## src/rtl/serial_shifter.sv

```systemverilog
// Link-port serial transfer engine: shifts SB out MSB-first on so while sampling si,
// clocked from an internal bit clock or a synchronised external SCLK.
module serial_shifter #(
    parameter int BIT_CYCLES  = 512,
    parameter int SYNC_STAGES = 2
) (
    input  logic       clk,
    input  logic       reset,
    input  logic       start,
    input  logic       int_clk,
    input  logic [7:0] sb_in,
    input  logic       si,
    input  logic       ext_sclk,
    output logic       so,
    output logic       sclk_out,
    output logic       busy,
    output logic [7:0] sb_out,
    output logic       sb_update,
    output logic       irq,
    output logic [7:0] tx_byte,
    output logic       tx_valid
);

    localparam int            PW         = (BIT_CYCLES > 1) ? $clog2(BIT_CYCLES) : 1;
    localparam logic [PW-1:0] PHASE_LAST = PW'(BIT_CYCLES - 1);
    localparam logic [PW-1:0] PHASE_HALF = PW'(BIT_CYCLES / 2);

    typedef enum logic [1:0] {
        IDLE,
        SHIFT_INT,
        SHIFT_EXT
    } state_t;

    state_t                 state, state_next;
    logic [SYNC_STAGES-1:0] sclk_sync, si_sync_q;
    logic                   sclk_prev;
    logic                   sclk_s, si_sync;
    logic                   sclk_rise, sclk_fall;
    logic [7:0]             shreg;
    logic [2:0]             bit_idx;
    logic [PW-1:0]          phase;
    logic                   shift_edge, out_edge, done;

    assign sclk_s  = sclk_sync[SYNC_STAGES-1];
    assign si_sync = si_sync_q[SYNC_STAGES-1];

    // Edge history runs in every state so entering SHIFT_EXT never sees a stale edge.
    always_ff @(posedge clk or posedge reset) begin
        if (reset) begin
            sclk_sync <= '1;
            si_sync_q <= '1;
            sclk_prev <= 1'b1;
        end else begin
            // NOTE: sequential state uses non-blocking assignments so every flop
            // samples the pre-edge value of its neighbours, as real hardware does.
            sclk_sync[0] <= ext_sclk;
            si_sync_q[0] <= si;
            for (int i = 1; i < SYNC_STAGES; i++) begin
                sclk_sync[i] <= sclk_sync[i-1];
                si_sync_q[i] <= si_sync_q[i-1];
            end
            sclk_prev <= sclk_s;
        end
    end

    assign sclk_rise  = sclk_s & ~sclk_prev;
    assign sclk_fall  = ~sclk_s & sclk_prev;
    assign shift_edge = ((state == SHIFT_INT) && (phase == PHASE_LAST)) ||
                        ((state == SHIFT_EXT) && sclk_rise);
    assign out_edge   = ((state == SHIFT_INT) && (phase == '0)) ||
                        ((state == SHIFT_EXT) && sclk_fall);
    // A restart on the completion edge wins and the completion is dropped.
    assign done       = shift_edge && (bit_idx == 3'd7) && !start;

    always_ff @(posedge clk or posedge reset) begin
        if (reset) state <= IDLE;
        else       state <= state_next;
    end

    always_comb begin
        // NOTE: default first so every path assigns state_next and no latch is inferred.
        state_next = state;
        if (start)     state_next = int_clk ? SHIFT_INT : SHIFT_EXT;
        else if (done) state_next = IDLE;
    end

    always_ff @(posedge clk or posedge reset) begin
        if (reset) begin
            shreg     <= 8'h00;
            bit_idx   <= 3'd0;
            phase     <= '0;
            so        <= 1'b1;
            sb_out    <= 8'h00;
            sb_update <= 1'b0;
            irq       <= 1'b0;
            tx_byte   <= 8'h00;
            tx_valid  <= 1'b0;
        end else begin
            tx_valid  <= 1'b0;
            sb_update <= 1'b0;
            irq       <= 1'b0;
            if (start) begin
                shreg    <= sb_in;
                bit_idx  <= 3'd0;
                phase    <= '0;
                so       <= sb_in[7];
                tx_byte  <= sb_in;
                tx_valid <= 1'b1;
            end else if (state == IDLE) begin
                so <= 1'b1;
            end else begin
                if (state == SHIFT_INT)
                    phase <= (phase == PHASE_LAST) ? '0 : phase + PW'(1);
                if (out_edge)
                    so <= shreg[7];
                if (shift_edge) begin
                    shreg   <= {shreg[6:0], si_sync};
                    bit_idx <= bit_idx + 3'd1;
                end
                if (done) begin
                    sb_out    <= {shreg[6:0], si_sync};
                    sb_update <= 1'b1;
                    irq       <= 1'b1;
                    so        <= 1'b1;
                end
            end
        end
    end

    assign busy     = (state != IDLE);
    assign sclk_out = ((state == SHIFT_INT) && (phase < PHASE_HALF)) ? 1'b0 : 1'b1;

endmodule

```

## config.mk

```make
export PLATFORM = sky130hd
export DESIGN_NAME = serial_shifter
export DESIGN_NICKNAME = d
export VERILOG_FILES = /design/src/rtl/serial_shifter.sv
export SDC_FILE = /design/constraint.sdc
export NUM_CORES = 1
export LEC_CHECK = 0
export BUFFER_PORTS_ARGS = -buffer_cell sky130_fd_sc_hd__buf_2
export CAP_MARGIN = 20
export CORE_MARGIN = 2
export CORE_UTILIZATION = 55
export CTS_CLUSTER_DIAMETER = 80
export CTS_CLUSTER_SIZE = 28
export DETAILED_ROUTE_END_ITERATION = 10
export PLACE_DENSITY = 0.84
export SLEW_MARGIN = 20
export SYNTH_ARGS = -nofsm -noshare
export SYNTH_HDL_FRONTEND = slang
export SYNTH_SLANG_ARGS = --single-unit
export TNS_END_PERCENT = 30
```

## constraint.sdc

```tcl
create_clock -name clk -period 4 [get_ports clk]
set_input_delay 0.6 -clock clk [delete_from_list [all_inputs] [get_ports clk]]
set_output_delay 0.6 -clock clk [all_outputs]
set_load 0.1 [all_outputs]
```

-- Word level (Yosys, flattened, before mapping)
Cells that the tools add are included.
- register bits after elaboration: 46
- latch bits: 0
- memory bits (writable): 0
- bits in read-only memories: 0
- word-level logic and storage cells: 68
- memories kept: 0
- add/sub/neg operators: 2
- multipliers: 0
- divide/modulo/power cells: 0
- order comparisons: 1
- equal/unequal tests: 5
- shift-type cells: 0
- mux-type cells: 22
- bitwise logic cells: 6
- reduce and logical (&&, ||, !) cells: 20
- operator list (operator ; number):
    $mux 9 ; 4
    $mux 8 ; 3
    $add 9x1->9 const B ; 1
    $eq 9x9->1 const B ; 1
    $logic_not 9->1 ; 1
    $lt 9x9->1 const B ; 1
    $mux 1 ; 9
    $mux 3 ; 3
    $reduce_bool 2->1 ; 4
    $logic_and 1x1->1 ; 7
    $mux 2 ; 3
    $not 1->1 ; 4
    $reduce_and 2->1 ; 2
    $reduce_bool 4->1 ; 1
    $add 3x1->3 const B ; 1
    $eq 3x3->1 const B ; 1
    $reduce_and 3->1 ; 1
    $and 1x1->1 ; 2
    $eq 2x1->1 const B ; 1
    $eq 2x2->1 const B ; 1
    $logic_not 2->1 ; 1
    $logic_or 1x1->1 ; 2
    $ne 2x2->1 const B ; 1
    $logic_not 1->1 ; 1

-- Logic depth before layout (Yosys ltp)
Gate-level depths: netlist of the first run.
- word-level depth: 9
- gate-level depth with buffers: 10

-- Worst setup path after synthesis of the first run
OpenSTA, ideal clock, no wires.
- kind: reg-to-reg
- start: register phase[0]
- end: register sb_out[0]
- library setup time: 0.125 ns
- data arrival time: 1.929 ns
- slack: 1.946 ns
- cell stages (with the launch flop): 9
- buffers on the path: 0
- period minus slack after synthesis: 2.054 ns
- path through: dfrtp_1 > ha_1 > and3_1 > nand3_1 > nor2_1 > ha_1 > a21oi_4 > nor3_4 > mux2_2
- word-level cells in the longest chain between the ends: 6
- ends and longest elaborated chain (what ; line ; RTL):
    start: declaration ; 41 ; logic [PW-1:0] phase;
    start signal: assignment ; 113 ; phase <= (phase == PHASE_LAST) ? '0 : phase + PW'(1);
    $eq 9x9->1 ; 68 ; assign shift_edge = ((state == SHIFT_INT) && (phase == PHASE_LAST)) ||
    $logic_and 1x1->1 ; 68 ;
    $logic_or 1x1->1 ; 68 ;
    $logic_and 1x1->1 (2 in series) ; 73 ; assign done = shift_edge && (bit_idx == 3'd7) && !start;
    $reduce_and 3->1 (no line) ; - ;
    end signal: assignment ; 121 ; sb_out <= {shreg[6:0], si_sync};
    end: declaration ; 17 ; output logic [7:0] sb_out,
No other way between the ends.
A chain may end at the register's enable or synchronous reset.

-- Final worst setup path of the first run
- start: register phase[1]
- end: register sb_out[1]
Same word-level chain as after synthesis.

==> results of run 1 <==
layer usage:
metal	up-vias	global-route usage	part of all wire
li1	694	-	-
met1	723	0.279	0.47
met2	41	0.274	0.46
met3	10	0.0451	0.046
met4	0	0.0878	0.020
met5	-	0	0
area by class of cell:
cell class,instances,area share
sequential,46,0.501
multi-input combinational,114,0.334
timing repair buffer,35,0.0757
clock buffer,6,0.0357
tap,48,0.0259
inverter,14,0.0227
clock inverter,2,0.00541
where the power goes:
part / switching, W / leakage (nW) / internal [W]
Sequential: 0.0000176 / 0.584 / 0.000492
Clock: 0.000152 / 0.0472 / 0.000139
Combinational: 0.000133 / 0.553 / 0.0000364
Total: 0.000303 / 1.18 / 0.000667
kinds of logic (layout without fill, tap and decap cells):
logic type               count (synthesis)  after routing  synth area share
flip-flops                              46             46             0.570
buffers and inverters                   22             57            0.0498
AND/OR/NAND/NOR                         48             48             0.124
AO/OA/AOI/OAI                           39             39             0.112
multiplexers                            21             21             0.109
XOR/XNOR                                 1              1           0.00431
adder cells (fa/ha/maj)                  5              5            0.0308
cell usage after synthesis (all sizes together) (4+ instances only):
| master | count | area share |
|---|---|---|
| dfstp | 6 | 0.078 |
| a21oi | 6 | 0.020 |
| clkbuf | 5 | 0.0092 |
| nand3 | 6 | 0.015 |
| o21ai | 25 | 0.062 |
| nor2 | 9 | 0.017 |
| inv | 14 | 0.026 |
| ha | 5 | 0.031 |
| dfrtp | 40 | 0.49 |
| nand2b | 4 | 0.012 |
| mux2i | 12 | 0.059 |
| mux2 | 9 | 0.050 |
| nand2 | 16 | 0.030 |
sequential cells by signal, indices dropped and copies added, names as in the netlist:
name / flops
so: 1
state: 2
sclk_sync: 2
sclk_prev: 1
bit_idx: 3
shreg: 8
si_sync_q: 2
phase: 9
irq: 1
tx_byte: 8
sb_out: 8
tx_valid: 1
path summary, 6_finish.rpt:
check,from,end
min,si_sync_q[0],si_sync_q[1]
min in group asynchronous,reset,irq
min reg2reg,si_sync_q[0],si_sync_q[1]
max reg2reg,phase[1],sb_out[1]
max,phase[1],sb_out[1]
max in group asynchronous,reset,state[0]
per-stage QoR:
stage               std cells  power, W  hold WS, ns
floorplan                 182  0.000657        0.345
global placement          257  0.000685        0.346
detailed placement        257  0.000689        0.350
CTS                       265  0.000978        0.362
global route              265   0.00101        0.365
finish                    265  0.000970        0.360
==> run summary, run 1 <==
CP bufs+invs: 0
Max transition margin: 0.379
Post-route ant nets: 0
Area of the multi-input gates: 773 um2
RSZ-0062 raised after global routing: false
H-tree lvl count: 2
Final slew viol count: 0
Vias in the first global route: 1321
Outcome: finished clean
Full die area: 4200 um2
Crit share post-route: 0.614
CTS resizes: 0
RD Place Congestion: 0.851
CTS clock-pin slew for the worst setup and hold paths: 0.09 ns
Worst hold path depth: 0
Clock latency on the worst-skew pair: 0.30 ns
Via count: 1468
Hold Path Class: register to register
PwrDens: 419 nW/um2
Family with the most delay on the worst path: simple AND/OR/NAND/NOR gates
Most frequent cells in the layout: dfrtp_1 (40), buf_2 (35), o21ai_0 (25)
Sequential cell area: 1160 um2
Leak: 1.18 nW
Detailed Route Iter0 Violations: 84
Drt pass-1 iters: 4
Max_cap viols: 0
Synth unique cells: 33
Syn nets: 201
Worst Setup Start Kind: register
Die Span X: 64.8 um
Worst-Margin Slew: 0.931 ns
Netlist Area Pre-Place: 2030 um2
R2r setup slk: 1.55 ns
DRC viols: 0
Largest net degree at the start of global routing: 47
Synthesized area per cell: 11.2 um2
Final setup vio count: 0
Clk sink count: 46
Drt total wl: 3730 um
Peak supply drop: 0.311 mV
ANT cells: 0
# rows: 22
Final Hold Viols: 0
Worst-path cell chain: ha_1, and3_1, nand3_1, nor2_1, ha_1, a21oi_4, nor3_4, mux2_2
Proportion of layout cells with a drive suffix above 1: 0.300
Worst path slowest cell: nor3_4
Area delta synth->final: 13.8%
Crit path depth: 8
Finished Cell Area: 2310 um2
Number of flops mapped to enable cells by yosys: 0
Total negative slack: 0 ns
Area after DPL: 2220 um2
CTS Buf Count: 5
Grt ovf: 0
Top_reg_cell synth: dfrtp_1
IO Pins: 36
Number of synthesis warnings: 0
Worst Setup End Kind: register
Hold-fix buffers at CTS: 0
PortBufs: 35
Post-layout util: 0.642
Final setup margin: 1.55 ns
CP Data Arrival Time: 2.63 ns
Final worst path period need: 2.45 ns
Wire per inst: 14.1 um
Fmax: 407 MHz
Nets: 235
Clock buffer depth: 2
Initial antenna violation count: 0
Reg2Reg Depth: 8
Worst Skew: 0.0101 ns
DR vias/cell: 5.54
Crit path kind: register to register
Number of synthesized register bits: 46
DP HPWL: 2580 um
Crit Path Max Fanout: 15
CTS Root Cell: clkbuf_8
Core area: 3610 um2
Buffer count from post-CTS setup fixing: 0
Starting Density: 0.564
Cells after Synth: 182
Max incr delay on CP: 0.42 ns
Dpl ws: 1.57 ns
Seq/Total Area, Yosys: 0.570
Total GRT Usage: 0.192
WP data required: 4.17 ns
Cell repeated most along the worst path: ha_1
Clock tree from TritonCTS: built
Chip height: 64.8 um
Commonest non-fill, non-tap cell in the layout: dfrtp_1
Asr flop ratio synth: 1.00
# fillers: 288
First-pass GRT wire length: 6040 um
Note: power is estimated with default switching activity, not from simulation.
==> inputs of run 2 (changes only) <==
--- a/config.mk
+++ b/config.mk
@@ -5,14 +5,15 @@
 export SDC_FILE = /design/constraint.sdc
 export NUM_CORES = 1
 export LEC_CHECK = 0
+export ABC_AREA = 1
 export BUFFER_PORTS_ARGS = -buffer_cell sky130_fd_sc_hd__buf_2
 export CAP_MARGIN = 20
 export CORE_MARGIN = 2
-export CORE_UTILIZATION = 55
+export CORE_UTILIZATION = 49
 export CTS_CLUSTER_DIAMETER = 80
 export CTS_CLUSTER_SIZE = 28
 export DETAILED_ROUTE_END_ITERATION = 10
-export PLACE_DENSITY = 0.84
+export PLACE_DENSITY = 0.79
 export SLEW_MARGIN = 20
 export SYNTH_ARGS = -nofsm -noshare
 export SYNTH_HDL_FRONTEND = slang
==> constraint.sdc (replaced) <==
create_clock -name clk -period 2.1 [get_ports clk]
set_input_delay 0.315 -clock clk [delete_from_list [all_inputs] [get_ports clk]]
set_output_delay 0.315 -clock clk [all_outputs]
set_load 0.1 [all_outputs]
==> run 2 against run 1 <==
Global-route usage increased by 0.054 points. Critical endpoint is now shreg[7]. Die area up 9.2%. Combinational power up 120%. Critical path depth rose by 1. Worst setup slack got worse by 1.3 ns.
==> run summary, run 2 <==
Post-synthesis compound-gate area fraction: 0.0698
DP HPWL: 2760 um
DRC viols: 0
PwrDens: 816 nW/um2
Crit path kind: register to register
Area delta synth->final: 16.9%
Fmax: 533 MHz
Worst path slowest cell: dfrtp_1
Cells after Synth: 223
ANT cells: 0
CTS Root Cell: clkbuf_8
Netlist Area Pre-Place: 1990 um2
Reg with most FFs: phase
Post-route ant nets: 0
PortBufs: 35
Full die area: 4590 um2
Nets: 284
RD Place Congestion: 0.821
Max incr delay on CP: 0.40 ns
Crit share post-route: 0.894
Synthesized area per cell: 8.92 um2
Seq/Total Area, Yosys: 0.582
Vias in the first global route: 1376
RSZ-0062 raised after global routing: false
Via count: 1510
CP Data Arrival Time: 2.09 ns
Top-area cell type share of the netlist area: 0.503
Worst Skew: 0.00605 ns
Synth top area cells: dfrtp_1 (50%), nand2_1 (16%), dfstp_2 (7.9%)
# rows: 23
Clock latency on the worst-skew pair: 0.30 ns
H-tree lvl count: 2
Largest family of logic cells by synthesized area: simple AND/OR/NAND/NOR gates
Die Span X: 67.7 um
XOR/XNOR Fraction of Synth Area: 0.00881
First-pass GRT wire length: 6380 um
Final setup vio count: 0
Worst-Margin Slew: 0.557 ns
IO Pins: 36
CTS clock-pin slew for the worst setup and hold paths: 0.09 ns
DR vias/cell: 4.78
Total GRT Usage: 0.193
Drt pass-1 iters: 4
Drt total wl: 3770 um
Most frequent cells in the layout: nand2_1 (83), dfrtp_1 (40), buf_2 (35)
Max transition margin: 0.629
Worst Setup Start Kind: register
Area leader, netlist: dfrtp_1
Leak: 1.31 nW
Total negative slack: 0 ns
CP bufs+invs: 1
Family with the most delay on the worst path: simple AND/OR/NAND/NOR gates
Worst-path cell chain: ha_1, nand2_1, nor2_1, and3_1, ha_1, nand3_1, nand3_1, buf_4, o211ai_1
Final worst path period need: 1.88 ns
Clock buffer depth: 2
Max_cap viols: 0
Asr flop ratio synth: 1.00
Hold Path Class: input port to register
Number of flops mapped to enable cells by yosys: 0
Final slew viol count: 0
WP data required: 2.32 ns
Worst Setup End Kind: register
Final Hold Viols: 0
Proportion of layout cells with a drive suffix above 1: 0.252
Hold-fix buffers at CTS: 0
Outcome: finished clean
Crit Path Max Fanout: 5
Peak supply drop: 0.691 mV
Number of synthesized register bits: 46
Detailed Route Iter0 Violations: 79
Synth unique cells: 26
Mux contribution to synthesized area: 0
Clk sink count: 46
Non-Filler Instances: 316
Initial antenna violation count: 0
Number of synthesis warnings: 0
Most common cell in the synthesized netlist: nand2_1
Post-synthesis adder-cell area fraction: 0.0314
Syn nets: 242
Post-synth top cells: nand2_1 (83), dfrtp_1 (40), inv_1 (21), nor2_1 (18), nand3_1 (11)
Post-Synth Simple-Gate Area: 0.248
CTS Buf Count: 5
Grt ovf: 0
Cell count after placement: 308
Chip height: 67.7 um
Top_reg_cell synth: dfrtp_1
Commonest non-fill, non-tap cell in the layout: nand2_1
Largest net degree at the start of global routing: 47
Clock tree from TritonCTS: built
Wire per inst: 11.9 um
Core area: 3940 um2
Max reg flops: 9
Starting Density: 0.505
## run 2: worst reg2reg max path, stage by stage, from the launching register on
cell and delay (ns):
dfrtp_1 0.40, ha_1 0.21, nand2_1 0.10, nor2_1 0.06
and3_1 0.15, ha_1 0.19, nand3_1 0.11, nand3_1 0.19
buf_4 0.21, o211ai_1 0.16
## run 2: layer usage
metal	vias to the layer above	global-route usage	share of wire
met5	-	0	0
met4	0	0.0918	0.017
met3	5	0.0467	0.040
met2	30	0.270	0.44
met1	695	0.279	0.50
li1	780	-	-
## run 2: layout make-up
type                       count  area [um2]
clock buffer                   5        68.8
tap                           50        62.6
multi-input combinational    149         719
clock inverter                 3        21.3
sequential                    46        1160
inverter                      24        90.1
timing repair buffer          39         205
fill                         348        1620
## run 2: worst paths after layout
path                               from            to  slack, ns  cells after the start
min reg2reg                sclk_sync[0]  sclk_sync[1]       0.36                      0
max                            phase[0]      shreg[7]       0.22                      9
min in group asynchronous         reset      phase[0]       0.13                      3
max in group asynchronous         reset            so       1.58                      3
min                                  si  si_sync_q[0]       0.10                      1
max reg2reg                    phase[0]      shreg[7]       0.22                      9
## run 2: timing repair
| action | CTS | global route |
|---|---|---|
| resized for setup | 0 | 2 |
| buffers inserted | 0 | 0 |
| endpoints found under the setup margin | 0 | 10 |
## run 2: per-stage QoR
stage	worst slack [ns]	total power [W]	hold slack [ns]	util	area, um2
detailed placement	0.157	0.00139	0.347	0.565	2230
global route	0.0226	0.00199	0.0888	0.590	2330
CTS	0.151	0.00192	0.0933	0.588	2320
floorplan	0.392	0.00130	0.319	-	1990
finish	0.222	0.00190	0.102	0.590	2330
global placement	0.226	0.00138	0.346	0.565	2230
## run 2: cells by family (layout without fill, tap and decap cells)
logic type	Yosys count	after routing
xor+xnor	2	2
simple gates	121	121
buf+inv	28	71
compound gates	21	21
fa+ha+maj	5	5
flops	46	46
## run 2: power by group
group / total (W) / leakage, nW / internal, W / switching [W]
logic: 0.000377 / 0.685 / 0.0000797 / 0.000297
registers: 0.000991 / 0.583 / 0.000952 / 0.0000385
clock network: 0.000531 / 0.0441 / 0.000234 / 0.000298
total: 0.00190 / 1.31 / 0.00127 / 0.000633
